--- config.mk ---
export PLATFORM = sky130hd
export DESIGN_NAME = uart_tx_conx
export DESIGN_NICKNAME = d
export VERILOG_FILES = /design/src/rtl/uart_pkg.sv /design/src/rtl/uart_tick_gen.sv /design/src/rtl/uart_tx_conx.sv
export SDC_FILE = /design/constraint.sdc
export NUM_CORES = 1
export LEC_CHECK = 0
export CAP_MARGIN = 10
export CORE_UTILIZATION = 50
export CTS_CLUSTER_DIAMETER = 100
export DETAILED_ROUTE_END_ITERATION = 8
export PLACE_DENSITY = 0.77
export SYNTH_ARGS = -nofsm -noshare
export SYNTH_HDL_FRONTEND = slang
export SYNTH_SLANG_ARGS = --single-unit
--- constraint.sdc ---
create_clock -name clk -period 4.99 [get_ports clk]
set_input_delay 0.499 -clock clk [delete_from_list [all_inputs] [get_ports clk]]
set_output_delay 0.499 -clock clk [all_outputs]
set_load 0.05 [all_outputs]
--- src/rtl/uart_pkg.sv ---
// Shared UART definitions: the transmit FSM state type and the default baud constants.
// The receive side imports the same constants so both directions stay in step.
package uart_pkg;

    localparam int unsigned UART_CLK_DIV_DEFAULT    = 325;  // 50 MHz / (9600 * 16)
    localparam int unsigned UART_OVERSAMPLE_DEFAULT = 16;

    typedef enum logic [2:0] {
        StIdle,
        StStart,
        StData,
        StParity,
        StStop
    } tx_state_t;

endpackage

--- src/rtl/uart_tick_gen.sv ---
// Oversample tick divider for the transmitter. Unlike the free-running receive baud
// generator it has a synchronous clear, so every frame starts on a fresh tick boundary.
module uart_tick_gen #(
    parameter int unsigned CLK_DIV = 325
) (
    input  logic clk,
    input  logic rst,
    input  logic clear,
    output logic tick
);

    localparam int unsigned     CntW   = (CLK_DIV > 1) ? $clog2(CLK_DIV) : 1;
    localparam logic [CntW-1:0] CntMax = CntW'(CLK_DIV - 1);

    logic [CntW-1:0] cnt_q, cnt_d;

    assign tick = (cnt_q == CntMax);

    // Count 0..CLK_DIV-1, wrapping on the tick or when cleared.
    always_comb begin
        cnt_d = cnt_q + CntW'(1);
        if (clear || tick) begin
            cnt_d = '0;
        end
    end

    // Divider register.
    always_ff @(posedge clk) begin
        if (rst) begin
            cnt_q <= '0;
        end else begin
            cnt_q <= cnt_d;
        end
    end

endmodule

--- src/rtl/uart_tx_conx.sv ---
// UART transmitter: one byte per txStart, sent LSB first as 8N1 on a 16x oversampled
// bit clock. Define UART_TX_PARITY_EN to insert an even parity bit (8E1).
// All outputs come straight from flops so tx never glitches.
module uart_tx_conx
    import uart_pkg::*;
#(
    parameter int unsigned CLK_DIV    = UART_CLK_DIV_DEFAULT,
    parameter int unsigned OVERSAMPLE = UART_OVERSAMPLE_DEFAULT,
    parameter int unsigned DATA_BITS  = 8,
    parameter int unsigned STOP_BITS  = 1
) (
    input  logic                 clk,
    input  logic                 rst,
    input  logic                 txStart,
    input  logic [DATA_BITS-1:0] txData,
    output logic                 tx,
    output logic                 txBusy,
    output logic                 txDone
);

    localparam int unsigned OsW    = (OVERSAMPLE > 1) ? $clog2(OVERSAMPLE) : 1;
    localparam int unsigned IdxMax = (DATA_BITS > STOP_BITS) ? DATA_BITS : STOP_BITS;
    localparam int unsigned IdxW   = (IdxMax > 1) ? $clog2(IdxMax) : 1;

    localparam logic [OsW-1:0]  OsLast   = OsW'(OVERSAMPLE - 1);
    localparam logic [IdxW-1:0] DataLast = IdxW'(DATA_BITS - 1);
    localparam logic [IdxW-1:0] StopLast = IdxW'(STOP_BITS - 1);

    tx_state_t             state_q, state_d;
    logic [DATA_BITS-1:0]  shift_q, shift_d;
    logic [IdxW-1:0]       idx_q, idx_d;    // data bit index, reused as stop bit index
    logic [OsW-1:0]        os_q, os_d;      // ticks elapsed in the current bit
    logic                  tx_q, tx_d;
    logic                  busy_q, busy_d;
    logic                  done_q, done_d;
`ifdef UART_TX_PARITY_EN
    logic                  parity_q, parity_d;
`endif

    logic tick;
    logic bit_end;

    // Holding the divider clear while idle realigns it to the accept edge.
    uart_tick_gen #(
        .CLK_DIV (CLK_DIV)
    ) u_tick_gen (
        .clk   (clk),
        .rst   (rst),
        .clear (state_q == StIdle),
        .tick  (tick)
    );

    assign bit_end = tick && (os_q == OsLast);

    // Next-state logic; registered outputs are derived from the next state.
    always_comb begin
        state_d  = state_q;
        shift_d  = shift_q;
        idx_d    = idx_q;
        os_d     = os_q;
        done_d   = 1'b0;
`ifdef UART_TX_PARITY_EN
        parity_d = parity_q;
`endif

        if ((state_q != StIdle) && tick) begin
            os_d = bit_end ? '0 : os_q + OsW'(1);
        end

        unique case (state_q)
            StIdle: begin
                if (txStart) begin
                    shift_d  = txData;
                    idx_d    = '0;
                    os_d     = '0;
`ifdef UART_TX_PARITY_EN
                    parity_d = ^txData;
`endif
                    state_d  = StStart;
                end
            end
            StStart: begin
                if (bit_end) begin
                    idx_d   = '0;
                    state_d = StData;
                end
            end
            StData: begin
                if (bit_end) begin
                    shift_d = shift_q >> 1;
                    if (idx_q == DataLast) begin
                        idx_d = '0;
`ifdef UART_TX_PARITY_EN
                        state_d = StParity;
`else
                        state_d = StStop;
`endif
                    end else begin
                        idx_d = idx_q + IdxW'(1);
                    end
                end
            end
`ifdef UART_TX_PARITY_EN
            StParity: begin
                if (bit_end) begin
                    idx_d   = '0;
                    state_d = StStop;
                end
            end
`endif
            StStop: begin
                if (bit_end) begin
                    if (idx_q == StopLast) begin
                        state_d = StIdle;
                        done_d  = 1'b1;
                    end else begin
                        idx_d = idx_q + IdxW'(1);
                    end
                end
            end
            default: begin
                state_d = StIdle;
            end
        endcase

        unique case (state_d)
            StStart:  tx_d = 1'b0;
            StData:   tx_d = shift_d[0];
`ifdef UART_TX_PARITY_EN
            StParity: tx_d = parity_q;
`endif
            default:  tx_d = 1'b1;
        endcase

        busy_d = (state_d != StIdle);
    end

    // State and output registers with synchronous reset.
    always_ff @(posedge clk) begin
        if (rst) begin
            state_q  <= StIdle;
            shift_q  <= '0;
            idx_q    <= '0;
            os_q     <= '0;
            tx_q     <= 1'b1;
            busy_q   <= 1'b0;
            done_q   <= 1'b0;
`ifdef UART_TX_PARITY_EN
            parity_q <= 1'b0;
`endif
        end else begin
            state_q  <= state_d;
            shift_q  <= shift_d;
            idx_q    <= idx_d;
            os_q     <= os_d;
            tx_q     <= tx_d;
            busy_q   <= busy_d;
            done_q   <= done_d;
`ifdef UART_TX_PARITY_EN
            parity_q <= parity_d;
`endif
        end
    end

    assign tx     = tx_q;
    assign txBusy = busy_q;
    assign txDone = done_q;

endmodule

==> results of run 1 <==
[through the flow]
step | hold slack (ns) | setup WS, ns | utilization, %
floorplan | 0.427 | 2.99 | -
global placement | 0.442 | 2.72 | 57.1
detailed placement | 0.450 | 2.68 | 57.1
CTS | 0.462 | 2.83 | 59.3
global route | 0.488 | 2.62 | 59.3
finish | 0.462 | 2.83 | 59.3
[placed cells by master (no fill, tap or decap), types with 5 or more instances in the layout]
cell type / Yosys / final
dfxtp_1: 30 / 30
nor2_1: 21 / 21
a21oi_1: 14 / 14
nand2_1: 14 / 14
clkdlybuf4s50_1: 0 / 13
inv_1: 7 / 7
xor2_1: 7 / 7
a22oi_1: 7 / 7
ha_1: 6 / 6
nand3_1: 5 / 5
clkbuf_4: 0 / 5
[critical path: cells and delay by family (launching register included)]
family | cells | cell delay, ns
AND/OR/NAND/NOR | 3 | 1.11
AO/OA/AOI/OAI | 2 | 0.38
adder cells (fa/ha/maj) | 1 | 0.14
buffers and inverters | 1 | 0.07
flip-flops | 1 | 0.36
[power breakdown]
part / switching [mW] / total [mW] / internal, mW / leakage (nW)
logic: 0.0220 / 0.0405 / 0.0185 / 0.316
clock network: 0.0786 / 0.147 / 0.0682 / 0.0353
registers: 0.00497 / 0.251 / 0.246 / 0.244
[synthesized netlist by cell type, types with 3 or more instances]
library cell,number
nand2_1,14
nand3_1,5
clkbuf_1,7
xor2_1,7
nor3b_1,4
dfxtp_1,30
a22oi_1,7
inv_1,7
xnor2_1,3
a21oi_1,14
nor2_1,21
ha_1,6
[how the worst max path moves through the flow]
stage,startpoint,to,cells after the start
detailed placement,txStart,idx_q[2],5
floorplan,u_tick_gen.cnt_q[4],tx,6
CTS,u_tick_gen.cnt_q[0],tx,7
global route,u_tick_gen.cnt_q[0],tx,7
global placement,txStart,idx_q[2],5
finish,u_tick_gen.cnt_q[0],tx,7
[metal layers]
layer / part of all wire, % / wire (microns) / vias up / GRT usage, %
met5: 0 / 0 / - / 0
met4: 1.6 / 42 / 0 / 8.93
met3: 4.1 / 106 / 5 / 4.92
met2: 49 / 1270 / 23 / 31.8
met1: 45 / 1170 / 542 / 20.8
li1: - / - / 581 / -
[flip-flops by register name (all words and copies together), names as in the netlist]
name,cells
shift_q,8
os_q,4
txDone,1
u_tick_gen.cnt_q,9
tx,1
txBusy,1
idx_q,3
state_q,3
[cell type report]
| cell class | count | area [sq um] | share of cell area (%) |
|---|---|---|---|
| multi-input combinational | 114 | 766 | 47.2 |
| sequential | 30 | 601 | 37.0 |
| inverter | 7 | 26.3 | 1.62 |
| clock buffer | 7 | 55.1 | 3.40 |
| clock inverter | 1 | 5.00 | 0.309 |
| timing repair buffer | 13 | 130 | 8.02 |
| tap | 31 | 38.8 | 2.39 |
[cell families (layout without fill, tap and decap cells)]
group,count (synthesis),count (layout),share of synthesized area (%)
DFF,30,30,42.0
muxes,2,2,1.40
adders and majority gates,6,6,5.25
buffers and inverters,15,28,4.46
xor gates and xnor gates,10,10,6.12
and+or+nand+nor,68,68,27.4
AOI/OAI and AO/OA,28,28,13.4
==> impl_metrics.toml, run 1 <==
[synthesis]
ys_types = 41
synth_area_leaders = "dfxtp_1 42%, nor2_1 5.5%, ha_1 5.2%"
synth_fp_nets = 176
synth_top_cell_by_area = "dfxtp_1"
synth_warnings = 0
synth_seq_area_share_pct = 42.0
async_flop_share_pct = 0
synth.avg_cell_area_sq_um = 8.99
syn_inst = 159
synth_top_area_share_pct = 42.0
synthFlopType = "dfxtp_1"
synth-edff-count = 0
synth-seq-cells = 30
syn-cell-area_sq_um = 1430

[placement]
dpl.hpwl_microns = 1880
place_area_sq_um = 1560
port_buffers = 13
dp_cells = 195
gp_congestion = 0.796

[cts]
cts_inserted_buffers = 5
cts.sinks = 30
holdBufCountCts = 0
cts_resized = 0
cts_max_level = 2
cts_tree = "yes"
cts-root-buf = "clkbuf_4"
clk_pin_slew_ns = 0.09
cts_buffer_depth = 2
clock_latency_ns = 0.32
cts_setup_buffers = 0

[power_and_ir_drop]
p_leak_nw = 0.595
p_total_uw = 438
ir_worst_vdd_mv = 0.261
powerDensity_nw_per_um2 = 270

[sta]
period_share_pct = 43.2
tns_ns = 0
slew-limit-headroom_pct = 54.3
finalHoldViolCount = 0
rsz0062_at_grt = "false"
clock_skew_ns = 0.00235
slew_violations = 0
fmax_mhz = 463
min_period_ns = 2.16
setup-violations-final = 0
tightestPinTransition_ns = 0.683

[routing]
routed_wl_microns = 2590
routedWlPerCell_microns = 12.7
drt_iter0_markers = 28
via_count = 1151
ant_nets = 0
drc_errors = 0
routed_via_density = 5.67
first_pass_iters = 4

[global_route]
grt_max_degree = 20
track_usage_pct = 18.4
first_global_vias = 1077
grt_pass1_wl_microns = 4440
antenna_found_initial = 0
grt_overflow = 0

[flow_run]
drv_cap = 0

[hold_path]
hp-start = "shift_q[3]"
hold_end = "shift_q[3]"
hold_depth = 2
hp-class = "reg2reg"

[setup_path]
reg2reg_depth = 7
required_ns = 5.23
cpPeakStageDelay_ns = 0.62
cpMaxStageDelayCell = "nor4b_4"
r2r_slack_ns = 2.83
start_kind = "flop"
r2r-end = "tx"
worst_ep_arrival_time_ns = 2.40
path_class = "reg2reg"
crit_path_cell_trace = "inv_1 -> ha_1 -> nand4b_1 -> nor4b_4 -> a22oi_1 -> nor3b_2 -> o311ai_2"
worstSetupEndpointType = "flop"
reg2reg_from = "u_tick_gen.cnt_q[0]"
path_max_fanout = 10

[layout]
fin_area_sq_um = 1620
fin_cells = 203
num-fill-cells = 240
fin_nets = 188
antenna_cells = 0
area_delta_synth_final_pct = 13.4
drive_gt1_share_pct = 9.30

[die]
fp-row-count = 19
core_area_sq_um = 2730
initial_core_util_pct = 52.3
dieArea_sq_um = 3080
die_w_microns = 55.5
die_h_microns = 55.5
io_pins = 14

[run_status]
status = "finished clean"
No activity file was read; power rests on OpenSTA's default activity.
==> run 2, diff against run 1 <==
Clock period 4.99 ns to 2.1 ns, I/O delays scaled along.
==> impl_metrics.toml, run 2 (synthesized netlist as in run 1, its figures left out) <==
[run_status]
status = "finished clean"

[flow_run]
drv_cap = 0

[hold_path]
hp-class = "reg2reg"

[die]
io_pins = 14
dieArea_sq_um = 3080
initial_core_util_pct = 52.3
die_w_microns = 55.5
die_h_microns = 55.5
fp-row-count = 19
core_area_sq_um = 2730

[placement]
dp_cells = 200
gp_congestion = 0.812
place_area_sq_um = 1610
dpl.hpwl_microns = 1910
port_buffers = 13

[sta]
setup-violations-final = 0
holdWs_ns = 0.459
tns_ns = 0
clock_skew_ns = 0.0125
finalHoldViolCount = 0
tightestPinTransition_ns = 0.503
rsz0062_at_grt = "false"
period_share_pct = 96.8
slew-limit-headroom_pct = 66.4
fmax_mhz = 492
slew_violations = 0
min_period_ns = 2.03

[layout]
antenna_cells = 0
final-seq-area_sq_um = 601
area_delta_synth_final_pct = 19.0
max_flop_register = "u_tick_gen.cnt_q"
final_cell_mix = "30 x dfxtp_1, 21 x nor2_1, 14 x nand2_1"
multi_input_area_sq_um = 788
drive_gt1_share_pct = 14.0
largest_reg_flops = 9
fin_cells = 209
fin_nets = 194
utilization_pct = 62.2
num-fill-cells = 219
layout_commonest_cell = "dfxtp_1"
top_regs = "u_tick_gen.cnt_q (9), shift_q (8), os_q (4)"
fin_area_sq_um = 1700

[routing]
first_pass_iters = 4
via_count = 1135
ant_nets = 0
routed_via_density = 5.43
routedWlPerCell_microns = 12.4
drt_iter0_markers = 41
drc_errors = 0
routed_wl_microns = 2600

[setup_path]
required_ns = 2.36
start_kind = "flop"
path_class = "reg2reg"
path_max_fanout = 6
worst_ep_arrival_time_ns = 2.29
r2r_slack_ns = 0.07
worstSetupEndpointType = "flop"

[global_route]
groute.layer.met2.usage_pct = 29.4
first_global_vias = 1063
track_usage_pct = 18.5
grt_pass1_wl_microns = 4460
met1_usage_pct = 22.6
grt_max_degree = 18
grt_overflow = 0
use_met3_pct = 4.92
busiest_layer = "met2"
antenna_found_initial = 0

[cts]
clk_pin_slew_ns = 0.10
cts.sinks = 30
cts_tree = "yes"
clock_latency_ns = 0.33
cts_buffer_depth = 2
cts_inserted_buffers = 5
cts_max_level = 2
cts-root-buf = "clkbuf_4"

[power_and_ir_drop]
switching_share_pct = 24.2
p_leak_nw = 0.632
clkPwrFrac_pct = 33.3
p_int_uw = 796
pwr-share-comb_pct = 9.9
ir_worst_vdd_mv = 0.541
powerDensity_nw_per_um2 = 617
p_seq_share_pct = 56.8
switchingPower_uw = 255
[run 2: cell types whose count changed in the layout (fill, tap and decap cells not counted), sizes merged]
| cell | previous run | this run |
|---|---|---|
| buf | 0 | 6 |
[run 2: stage by stage]
step / worst slack [ns] / power, mW
floorplan: 0.105 / 0.671
CTS: 0.0463 / 1.07
global route: 0.0155 / 1.10
detailed placement: 0.0696 / 0.710
global placement: 0.143 / 0.707
finish: 0.0669 / 1.05
[run 2: layer usage]
layer  share of wire, %  wire length (microns)
met1                 47                   1210
met2                 49                   1290
met3                2.3                     59
met4                1.7                     45
met5                  0                      0
[run 2: path summary, 6_finish.rpt]
path | from | end | cells after the start
hold / removal | shift_q[4] | shift_q[4] | 2
setup / recovery | u_tick_gen.cnt_q[7] | idx_q[2] | 5
hold reg to reg | shift_q[4] | shift_q[4] | 2
setup reg to reg | u_tick_gen.cnt_q[7] | idx_q[2] | 5
[run 2: power by group through the flow]
stage | Sequential [mW] | Combinational, mW | Clock [mW]
final | 0.597 | 0.104 | 0.349
after global routing | 0.599 | 0.114 | 0.388
after CTS | 0.596 | 0.101 | 0.368
after detailed placement | 0.610 | 0.100 | 0
after global placement | 0.609 | 0.0984 | 0
after floorplan | 0.616 | 0.0552 | 0
[run 2: layout make-up]
type / count / area share, %
inverters: 7 / 1.54
clock buffers: 7 / 3.24
flip-flops and latches: 30 / 35.3
multi-input cells: 114 / 46.3
well taps: 31 / 2.28
clock inverters: 1 / 0.294
repair buffers: 19 / 11.0
[run 2: critical path: stages, from the launching register on]
cell     delay (ns)
dfxtp_1        0.34
or4b_4         0.60
nor3_4         0.26
a21oi_4        0.10
or4b_4         0.52
a21oi_2        0.14
[run 2: timing repair]
| action | in CTS | in global routing |
|---|---|---|
| endpoints found under the setup margin | 0 | 1 |
| hold buffers | 0 | 0 |
| gates resized for setup | 0 | 4 |
| buffers inserted | 0 | 1 |
